===== config.mk =====
export PLATFORM = sky130hd
export DESIGN_NAME = cram_arbiter
export DESIGN_NICKNAME = d
export VERILOG_FILES = /design/src/rtl/gb_cram_pkg.sv /design/src/rtl/cram_bk_seq.sv /design/src/rtl/cram_arbiter.sv
export SDC_FILE = /design/constraint.sdc
export NUM_CORES = 1
export LEC_CHECK = 0
export CORE_MARGIN = 8
export CORE_UTILIZATION = 48
export DETAILED_ROUTE_END_ITERATION = 8
export PLACE_DENSITY_LB_ADDON = 0.15
export SYNTH_ARGS = -nofsm -noshare
export SYNTH_HDL_FRONTEND = slang
export SYNTH_SLANG_ARGS = --single-unit

===== constraint.sdc =====
create_clock -name clk_sys -period 2.16 [get_ports clk_sys]
set_clock_uncertainty 0.05 [all_clocks]
set_input_delay 0.648 -clock clk_sys [delete_from_list [all_inputs] [get_ports clk_sys]]
set_output_delay 0.648 -clock clk_sys [all_outputs]
set_load 0.1 [all_outputs]

===== src/rtl/gb_cram_pkg.sv =====
// gb_cram_pkg: shared types and constants for the cartridge RAM arbiter.
//   tag_e      - what a RAM slot was issued for, carried down the return pipeline
//   bk_state_e - backup word sequencer states
//   CRAM_AW    - default cart RAM byte-address width
//   OPEN_BUS   - value the CPU sees before any read has completed
package gb_cram_pkg;

    typedef enum logic [1:0] {
        TAG_NONE,
        TAG_CPU_RD,
        TAG_BK_LO,
        TAG_BK_HI
    } tag_e;

    typedef enum logic [2:0] {
        S_IDLE,
        S_LO,
        S_HI,
        S_RDWAIT,
        S_ACK,
        S_RELEASE
    } bk_state_e;

    localparam int CRAM_AW = 17;
    localparam logic [7:0] OPEN_BUS = 8'hFF;

endpackage


===== src/rtl/cram_bk_seq.sv =====
// cram_bk_seq: splits a 16-bit backup word access into two byte slots.
//   clk_sys, reset_n  - clock, async active-low reset
//   bk_rd, bk_wr      - level word requests, held until acknowledged
//   bk_addr, bk_di    - word address and write word (low byte at even address)
//   grant             - this cycle's slot goes to the sequencer if it requests
//   hi_due            - the high byte of a read returns on the next capture edge
//   req, addr, data, we - slot request presented to the arbiter
//   ack               - high for the single ACK state cycle
module cram_bk_seq
    import gb_cram_pkg::*;
#(
    parameter int AW = CRAM_AW
) (
    input  logic          clk_sys,
    input  logic          reset_n,
    input  logic          bk_rd,
    input  logic          bk_wr,
    input  logic [AW-2:0] bk_addr,
    input  logic [15:0]   bk_di,
    input  logic          grant,
    input  logic          hi_due,
    output logic          req,
    output logic [AW-1:0] addr,
    output logic [7:0]    data,
    output logic          we,
    output logic          ack
);

    bk_state_e state, state_nx;
    logic [AW-2:0] wa;
    logic [15:0]   wd;
    logic          wwe;

    always_ff @(posedge clk_sys or negedge reset_n) begin
        if (!reset_n) begin
            state <= S_IDLE;
            wa    <= '0;
            wd    <= '0;
            wwe   <= 1'b0;
        end else begin
            state <= state_nx;
            if (state == S_IDLE && (bk_rd || bk_wr)) begin
                wa  <= bk_addr;
                wd  <= bk_di;
                wwe <= bk_wr;
            end
        end
    end

    // IDLE presents the low byte straight from the request inputs, so an
    // uncontended word occupies the two slots right after the request edge.
    // If that slot is lost, LO retries from the latched copy.
    always_comb begin
        state_nx = state;
        req      = 1'b0;
        addr     = {wa, 1'b0};
        data     = wd[7:0];
        we       = wwe;
        case (state)
            S_IDLE: if (bk_rd || bk_wr) begin
                req      = 1'b1;
                addr     = {bk_addr, 1'b0};
                data     = bk_di[7:0];
                we       = bk_wr;
                state_nx = grant ? S_HI : S_LO;
            end
            S_LO: begin
                req      = 1'b1;
                state_nx = grant ? S_HI : S_LO;
            end
            S_HI: begin
                req      = 1'b1;
                addr     = {wa, 1'b1};
                data     = wd[15:8];
                state_nx = grant ? (wwe ? S_ACK : S_RDWAIT) : S_HI;
            end
            S_RDWAIT:  state_nx = hi_due ? S_ACK : S_RDWAIT;
            S_ACK:     state_nx = S_RELEASE;
            S_RELEASE: state_nx = (bk_rd || bk_wr) ? S_RELEASE : S_IDLE;
            default:   state_nx = S_IDLE;
        endcase
    end

    assign ack = state == S_ACK;

endmodule


===== src/rtl/cram_arbiter.sv =====
// cram_arbiter: single-port cart RAM arbiter (CPU > mapper buffer > backup).
//   clk_sys, reset_n         - clock, async active-low reset
//   ce_cpu, cpu_rd, cpu_wr, cpu_addr, cpu_di, cpu_do - CPU side
//   map_wr, map_addr, map_di - mapper-direct write strobe into a one-entry buffer
//   bk_rd, bk_wr, bk_addr, bk_di, bk_do, bk_ack - backup word interface
//   ram_addr, ram_d, ram_wr, ram_q - registered byte-wide RAM port
//   map_ovf                  - sticky, a buffered mapper write was overwritten
module cram_arbiter
    import gb_cram_pkg::*;
#(
    parameter int AW      = CRAM_AW,
    parameter int RAM_LAT = 1
) (
    input  logic          clk_sys,
    input  logic          reset_n,
    input  logic          ce_cpu,
    input  logic          cpu_rd,
    input  logic          cpu_wr,
    input  logic [AW-1:0] cpu_addr,
    input  logic [7:0]    cpu_di,
    output logic [7:0]    cpu_do,
    input  logic          map_wr,
    input  logic [AW-1:0] map_addr,
    input  logic [7:0]    map_di,
    input  logic          bk_rd,
    input  logic          bk_wr,
    input  logic [AW-2:0] bk_addr,
    input  logic [15:0]   bk_di,
    output logic [15:0]   bk_do,
    output logic          bk_ack,
    output logic [AW-1:0] ram_addr,
    output logic [7:0]    ram_d,
    output logic          ram_wr,
    input  logic [7:0]    ram_q,
    output logic          map_ovf
);

    logic          cpu_req, map_v, bk_req, bk_we, bk_grant, bk_ack_s, hi_due;
    logic [AW-1:0] map_a, bk_sa;
    logic [7:0]    map_d, bk_sd;
    tag_e          tag_in;
    tag_e          tag_q [RAM_LAT+1];

    assign cpu_req  = ce_cpu & (cpu_rd | cpu_wr);
    assign bk_grant = ~cpu_req & ~map_v;
    // Looking one stage ahead of the tail lets the registered bk_ack rise
    // together with the captured high byte.
    assign hi_due   = tag_q[RAM_LAT-1] == TAG_BK_HI;

    // A simultaneous rd+wr from the CPU is a write, so it carries no tag.
    always_comb begin
        tag_in = TAG_NONE;
        if (cpu_req)
            tag_in = cpu_wr ? TAG_NONE : TAG_CPU_RD;
        else if (!map_v && bk_req && !bk_we)
            tag_in = bk_sa[0] ? TAG_BK_HI : TAG_BK_LO;
    end

    cram_bk_seq #(.AW(AW)) u_seq (
        .clk_sys (clk_sys),
        .reset_n (reset_n),
        .bk_rd   (bk_rd),
        .bk_wr   (bk_wr),
        .bk_addr (bk_addr),
        .bk_di   (bk_di),
        .grant   (bk_grant),
        .hi_due  (hi_due),
        .req     (bk_req),
        .addr    (bk_sa),
        .data    (bk_sd),
        .we      (bk_we),
        .ack     (bk_ack_s)
    );

    always_ff @(posedge clk_sys or negedge reset_n) begin
        if (!reset_n) begin
            ram_wr   <= 1'b0;
            ram_addr <= '0;
            ram_d    <= '0;
            cpu_do   <= OPEN_BUS;
            bk_do    <= '0;
            bk_ack   <= 1'b0;
            map_ovf  <= 1'b0;
            map_v    <= 1'b0;
            map_a    <= '0;
            map_d    <= '0;
            for (int i = 0; i <= RAM_LAT; i++) tag_q[i] <= TAG_NONE;
        end else begin
            // The buffer drains in any slot the CPU leaves free; a strobe in
            // that same cycle refills it and is not an overflow.
            map_v <= map_wr | (map_v & cpu_req);
            if (map_wr) begin
                map_a <= map_addr;
                map_d <= map_di;
            end
            if (map_wr && map_v && cpu_req) map_ovf <= 1'b1;
            ram_wr <= cpu_req ? cpu_wr : (map_v | (bk_req & bk_we));
            if (cpu_req) begin
                ram_addr <= cpu_addr;
                ram_d    <= cpu_di;
            end else if (map_v) begin
                ram_addr <= map_a;
                ram_d    <= map_d;
            end else if (bk_req) begin
                ram_addr <= bk_sa;
                ram_d    <= bk_sd;
            end
            tag_q[0] <= tag_in;
            for (int i = 1; i <= RAM_LAT; i++) tag_q[i] <= tag_q[i-1];
            if (tag_q[RAM_LAT] == TAG_CPU_RD) cpu_do <= ram_q;
            if (tag_q[RAM_LAT] == TAG_BK_LO) bk_do[7:0] <= ram_q;
            if (tag_q[RAM_LAT] == TAG_BK_HI) bk_do[15:8] <= ram_q;
            bk_ack <= bk_ack_s;
        end
    end

endmodule


==> results of run 1 <==
==> power breakdown <==
part	leakage (nW)	switching (mW)	internal (mW)
logic	1.97	4.13	2.55
registers	1.40	0.680	3.02
clock network	0.298	0.968	1.87
total	3.67	5.78	7.44
==> placed cells by master (no fill, tap or decap), types with 5 or more instances in the layout <==
cell	count
dfrtp_1	110
clkdlybuf4s50_1	96
buf_12	59
mux2_2	49
nand2_1	40
o21ai_0	38
buf_4	32
a31oi_1	27
and2_1	24
o31ai_1	23
a21o_1	18
and3_1	16
a211oi_1	16
clkbuf_16	16
inv_1	9
nor2_1	8
dfstp_2	8
a21oi_1	7
a221oi_1	7
clkbuf_8	5
clkinv_2	5
==> routing by layer <==
metal  global-route usage [%]  up-vias  part of all wire [%]
met5                        0        -                 0.078
met4                     7.26        2                   1.3
met3                     8.90       25                   7.3
met2                     39.8      194                    51
met1                     27.8     2230                    40
li1                         -     2045                     -
==> logic make-up after synthesis <==
group           count (synthesis)  share of synthesized area, %
compound gates                148                          18.7
flops                         118                          56.3
simple gates                  105                          10.4
mux                            49                          10.5
buf+inv                        46                          4.00
==> synthesized netlist by cell type, drive strengths merged (2+ instances only) <==
cell	count	share of area (%)
nand2b	2	0.24
a221oi	8	1.5
nand2	40	2.9
dfrtp	110	52
and2	24	2.9
o21ai	40	3.8
nor3	3	0.38
o21a	2	0.29
o31ai	23	3.3
clkbuf	19	1.4
dfstp	8	4.0
inv	9	0.64
nand3	3	0.29
mux2	49	10
a21oi	9	1.0
a21o	18	2.6
and3	16	1.9
buf	18	2.0
a31oi	27	3.2
a211oi	16	2.3
nor2	8	0.57
or3	2	0.24
==> sequential cells by signal (all words and copies together) (netlist names) <==
| name | flops |
|---|---|
| map_a | 17 |
| ram_addr | 17 |
| bk_do | 16 |
| u_seq.wa | 16 |
| u_seq.wd | 16 |
| cpu_do | 8 |
| map_d | 8 |
| ram_d | 8 |
| tag_q | 4 |
| u_seq.state | 3 |
| bk_ack | 1 |
| map_ovf | 1 |
| map_v | 1 |
| ram_wr | 1 |
| u_seq.wwe | 1 |
==> final cells by class <==
type / instances / area (um^2) / area share (%)
Tap cell: 140 / 175 / 2.12
Clock buffer: 23 / 477 / 5.77
Timing Repair Buffer: 187 / 2380 / 28.8
Clock inverter: 9 / 123 / 1.48
Sequential cell: 118 / 2960 / 35.9
Inverter: 9 / 33.8 / 0.409
Multi-Input combinational cell: 302 / 2100 / 25.5
==> worst max-delay path: stages <==
cell,delay (ps)
clkdlybuf4s50_1,520
or2_1,210
buf_4,150
o21ai_1,50
buf_4,160
a221oi_1,460
o31ai_1,140
==> path summary, 6_finish.rpt <==
kind / startpoint / end / slack, ps / cells past startpoint
setup / recovery: bk_rd / ram_d[0] / 140 / 7
hold / removal: reset_n / map_a[9] / 40 / 1
setup reg to reg: u_seq.state[0] / ram_addr[7] / 290 / 5
hold reg to reg: tag_q[3] / tag_q[1] / 390 / 0
max in group asynchronous: reset_n / cpu_do[6] / 1370 / 2
min in group clk_sys: tag_q[3] / tag_q[1] / 390 / 0
==> through the flow <==
stage,utilization (%),worst slack [ps]
final,76.9,141
after global placement,71.3,-346
after floorplan,-,285
after global routing,76.9,89.1
after CTS,76.9,144
after detailed placement,71.3,-397
==> results.json, run 1 <==
{
  "vias_per_cell": 5.71,
  "timing.fmax_ghz": 0.495,
  "grt_usage_pct": 23.8,
  "ant_nets": 0,
  "grt_pass1_wl_um": 26500,
  "dr.pass1.iters": 4,
  "htree_levels": 4,
  "dp_cells": 756,
  "worstSetupPathType": "in -> reg",
  "clk_latency_ps": 520,
  "num-fill-cells": 695,
  "netlist_area_um2": 5260,
  "period_share_pct": 93.5,
  "endpoint_kind": "flip-flop",
  "worst_ep_required_time_ps": 2490,
  "period_minus_slack_ps": 2020,
  "maxCapViolations": 0,
  "ir_worst_vdd_mv": 1.30,
  "syn_inst": 466,
  "cp_max_fo": 7,
  "p_per_area_nw_per_um2": 1600,
  "fin_setup_tns_ps": 0,
  "cts_buffers": 17,
  "start_util_pct": 48.9,
  "place_area_um2": 7660,
  "cts_tree": "yes",
  "drcViolationCount": 0,
  "die_area_um2": 14600,
  "place_congestion": 0.905,
  "vias": 4496,
  "holdBufCountCts": 0,
  "rsz0062_at_grt": "false",
  "synth_nets": 564,
  "synth_flop_cell": "dfrtp_1",
  "yosysWarnings": 0,
  "setup_viol": 0,
  "synth-seq-cells": 118,
  "die_h_um": 121,
  "slew_headroom_pct": 55.4,
  "synth_edf_count": 0,
  "postCtsSetupRepairBufs": 0,
  "slew_viol_final": 0,
  "max_slew.worst_pin.slew_ps": 669,
  "fin_nets": 733,
  "async_reset_ff_share_pct": 100,
  "hold_ws_ps": 41.2,
  "layout-drive-gt1-share_pct": 28.5,
  "port_buffers": 149,
  "syn_avg_cell_area_um2": 11.3,
  "drt-initial-drc-count": 356,
  "finalHoldViolCount": 0,
  "path_clk_slew_ps": 50,
  "cts_sinks": 118,
  "critPathLaunchType": "input pin",
  "synth_cell_types": 41,
  "finalWirelength_um": 16600,
  "worst_ep_arrival_time_ps": 2350,
  "grt_pass1_vias": 4854,
  "p_leak_nw": 3.67,
  "rows": 38,
  "num_antenna_cells": 0,
  "grt_overflow": 0,
  "ctsResizeCount": 0,
  "min_path_type": "in -> async",
  "dieWidth_um": 121,
  "final_cells": 788,
  "avgRoutedWirePerCell_um": 21.1,
  "clockRootBuffer": "clkbuf_8",
  "antenna_found_initial": 1,
  "stdcell_area_um2": 8260,
  "cts_buffer_depth": 2,
  "power_mw": 13.2,
  "status": "finished clean",
  "ios": 150,
  "area_growth_pct": 57.0,
  "coreArea_um2": 10700,
  "dp_hpwl_um": 11500,
  "seq_area_frac_synth_pct": 56.3,
  "grt_max_degree": 52
}
Note: power is estimated with default switching activity, not from simulation.
==> run 2: changes to the inputs <==
Settings changed: SETUP_SLACK_MARGIN from default to 0.02.
==> results of run 2 <==
Same layout as run 1: the final DEF is identical, and so are final timing and power.
==> run 3: changes to the inputs <==
Settings changed: CORE_UTILIZATION 48 to 49, SYNTH_HIERARCHICAL from default to 1.
==> results.json, run 3 <==
{
  "status": "complete, but fails checks",
  "violations": "negative setup slack",
  "synth_flop_cell": "dfrtp_1",
  "grt_pass1_wl_um": 23900,
  "antenna_found_initial": 0,
  "die_h_um": 124,
  "htree_levels": 4,
  "timing.fmax_ghz": 0.422,
  "ant_nets": 0,
  "synth_compound_area_share_pct": 3.60,
  "critPathLaunchType": "flip-flop",
  "dieWidth_um": 124,
  "cts_buffer_depth": 2,
  "vias": 3900,
  "clockRootBuffer": "clkbuf_16",
  "synth_common_cells": "mux2_2 (120), dfrtp_1 (110), mux2_4 (50)",
  "grt_pass1_vias": 4448,
  "endpoint_kind": "flip-flop",
  "fin_setup_tns_ps": -4220,
  "ios": 150,
  "final.setup.worst_slack_ps": -208,
  "synth-seq-cells": 118,
  "layout-drive-gt1-share_pct": 56.8,
  "slew_viol_final": 0,
  "synth_top_family_by_area": "multiplexers",
  "max_slew.worst_pin.slew_ps": 676,
  "holdBufCountCts": 0,
  "finalWirelength_um": 15600,
  "min_path_type": "in -> async",
  "rsz0062_at_grt": "true",
  "period_minus_slack_ps": 2370,
  "period_share_pct": 110,
  "grt_max_degree": 44,
  "synth_top_area_cell": "dfrtp_1",
  "area_growth_pct": 61.0,
  "yosysWarnings": 6,
  "maxCapViolations": 0,
  "grt_overflow": 0,
  "grt_usage_pct": 20.6,
  "num_antenna_cells": 0,
  "place_congestion": 0.800,
  "synth_top_area_share_pct": 48.3,
  "setup_viol": 25,
  "layout.cells.most_common": "dfrtp_1",
  "dr.pass1.iters": 4,
  "fin_nets": 664,
  "clk_latency_ps": 410,
  "seq_area_frac_synth_pct": 52.0,
  "die_area_um2": 15300,
  "synth_cell_types": 38,
  "num-fill-cells": 658,
  "synth_edf_count": 0,
  "stdcell_area_um2": 9170,
  "avgRoutedWirePerCell_um": 21.6,
  "synth_most_common_cell": "mux2_2",
  "async_reset_ff_share_pct": 100,
  "rows": 39,
  "cts_buffers": 17,
  "top_regs": "map_a x17, ram_addr x17",
  "coreArea_um2": 11400,
  "reg2reg_depth": 7,
  "synth_xor_area_share_pct": 0,
  "layout_common_cells": "dfrtp_1 (109), clkdlybuf4s50_1 (94), mux2_2 (88)",
  "worst_ep_arrival_time_ps": 2610,
  "power_mw": 15.1,
  "syn_avg_cell_area_um2": 15.5,
  "worstSetupPathType": "reg -> reg",
  "synthMuxAreaShare_pct": 37.3,
  "netlist_area_um2": 5700,
  "p_leak_nw": 4.15,
  "drt-initial-drc-count": 187,
  "place_area_um2": 8170,
  "ir_worst_vdd_mv": 1.51,
  "synth_nets": 466,
  "p_per_area_nw_per_um2": 1640,
  "hold_ws_ps": 106,
  "cp_max_fo": 8,
  "synthTopCellsByArea": "dfrtp_1 (48%), mux2_2 (24%), mux2_4 (13%), dfstp_2 (3.7%), a221o_1 (1.4%)",
  "start_util_pct": 50.1,
  "dp_hpwl_um": 10500,
  "port_buffers": 149,
  "drcViolationCount": 0,
  "slew_headroom_pct": 54.7,
  "cts_sinks": 118,
  "synth-simple-area-share_pct": 3.60,
  "cts_tree": "yes",
  "vias_per_cell": 5.40,
  "finalHoldViolCount": 0,
  "syn_inst": 368,
  "worst_ep_required_time_ps": 2400,
  "path_clk_slew_ps": 60,
  "synth_fa_ha_area_share_pct": 0
}
run 3: cell types whose count changed after synthesis, moves of 15 or more:
cell	previous run	this run
a211oi_1	16	1
a31oi_1	27	0
a21o_1	18	2
mux2_2	49	120
and2_1	24	9
and3_1	16	0
mux2_4	0	50
o31ai_1	23	2
o21ai_0	38	0
nand2_1	40	4
run 3: metrics by stage:
step | cells | worst slack (ps) | util (%)
finish | 722 | -208 | 80.7
global route | 722 | -281 | 80.7
CTS | 718 | -230 | 80.2
detailed placement | 672 | -862 | 71.8
global placement | 672 | -803 | 71.8
floorplan | 368 | -173 | -
run 3: layout make-up:
type | count | area (um^2) | area share, %
clock buffer | 20 | 467 | 5.09
multi-input combinational | 226 | 2700 | 29.5
clock inverter | 12 | 223 | 2.43
tap | 143 | 179 | 1.95
timing repair buffer | 200 | 2620 | 28.6
sequential | 118 | 2960 | 32.3
inverter | 3 | 11.3 | 0.123
run 3: path summary, 6_finish.rpt:
path,startpoint,to,slack (ps)
worst max-delay path,u_seq/state[2],ram_addr[6],-210
worst min-delay path,reset_n,bk_do[5],110
worst max register to register,u_seq/state[2],ram_addr[6],-210
worst min register to register,tag_q[3],tag_q[1],320
max in group asynchronous,reset_n,cpu_do[2],1360
min in group clk_sys,tag_q[3],tag_q[1],320
run 3: worst max-delay path, stage by stage (launching register included):
cell and delay, ps:
dfrtp_2 420, nor3_4 190, nor2b_4 310, buf_12 180, mux2_4 300, mux2_2 270
mux2_4 270, mux2_4 260
run 3: logic make-up (layout without fill, tap and decap cells):
kind of cell | count (synthesis) | after routing
DFF | 118 | 118
AOI/OAI and AO/OA | 24 | 24
muxes | 172 | 172
buffers and inverters | 24 | 235
and+or+nand+nor | 30 | 30
run 3: metal layers:
metal	vias to the layer above	wire length, um	GRT usage, %
met5	-	0	0
met2	144	8230	36.0
met3	18	1000	5.98
li1	1747	-	-
met4	0	243	7.07
met1	1991	6150	23.6
run 3: repair_timing:
action	in CTS	in global routing
buffers inserted	11	4
setup endpoints to repair	25	30
pin swaps	2	4
gates cloned	4	0
resized for setup	19	8
run 3: power breakdown:
| group | switching (mW) | internal, mW |
|---|---|---|
| combinational | 4.23 | 3.78 |
| sequential | 0.704 | 3.06 |
| clock | 1.02 | 2.26 |
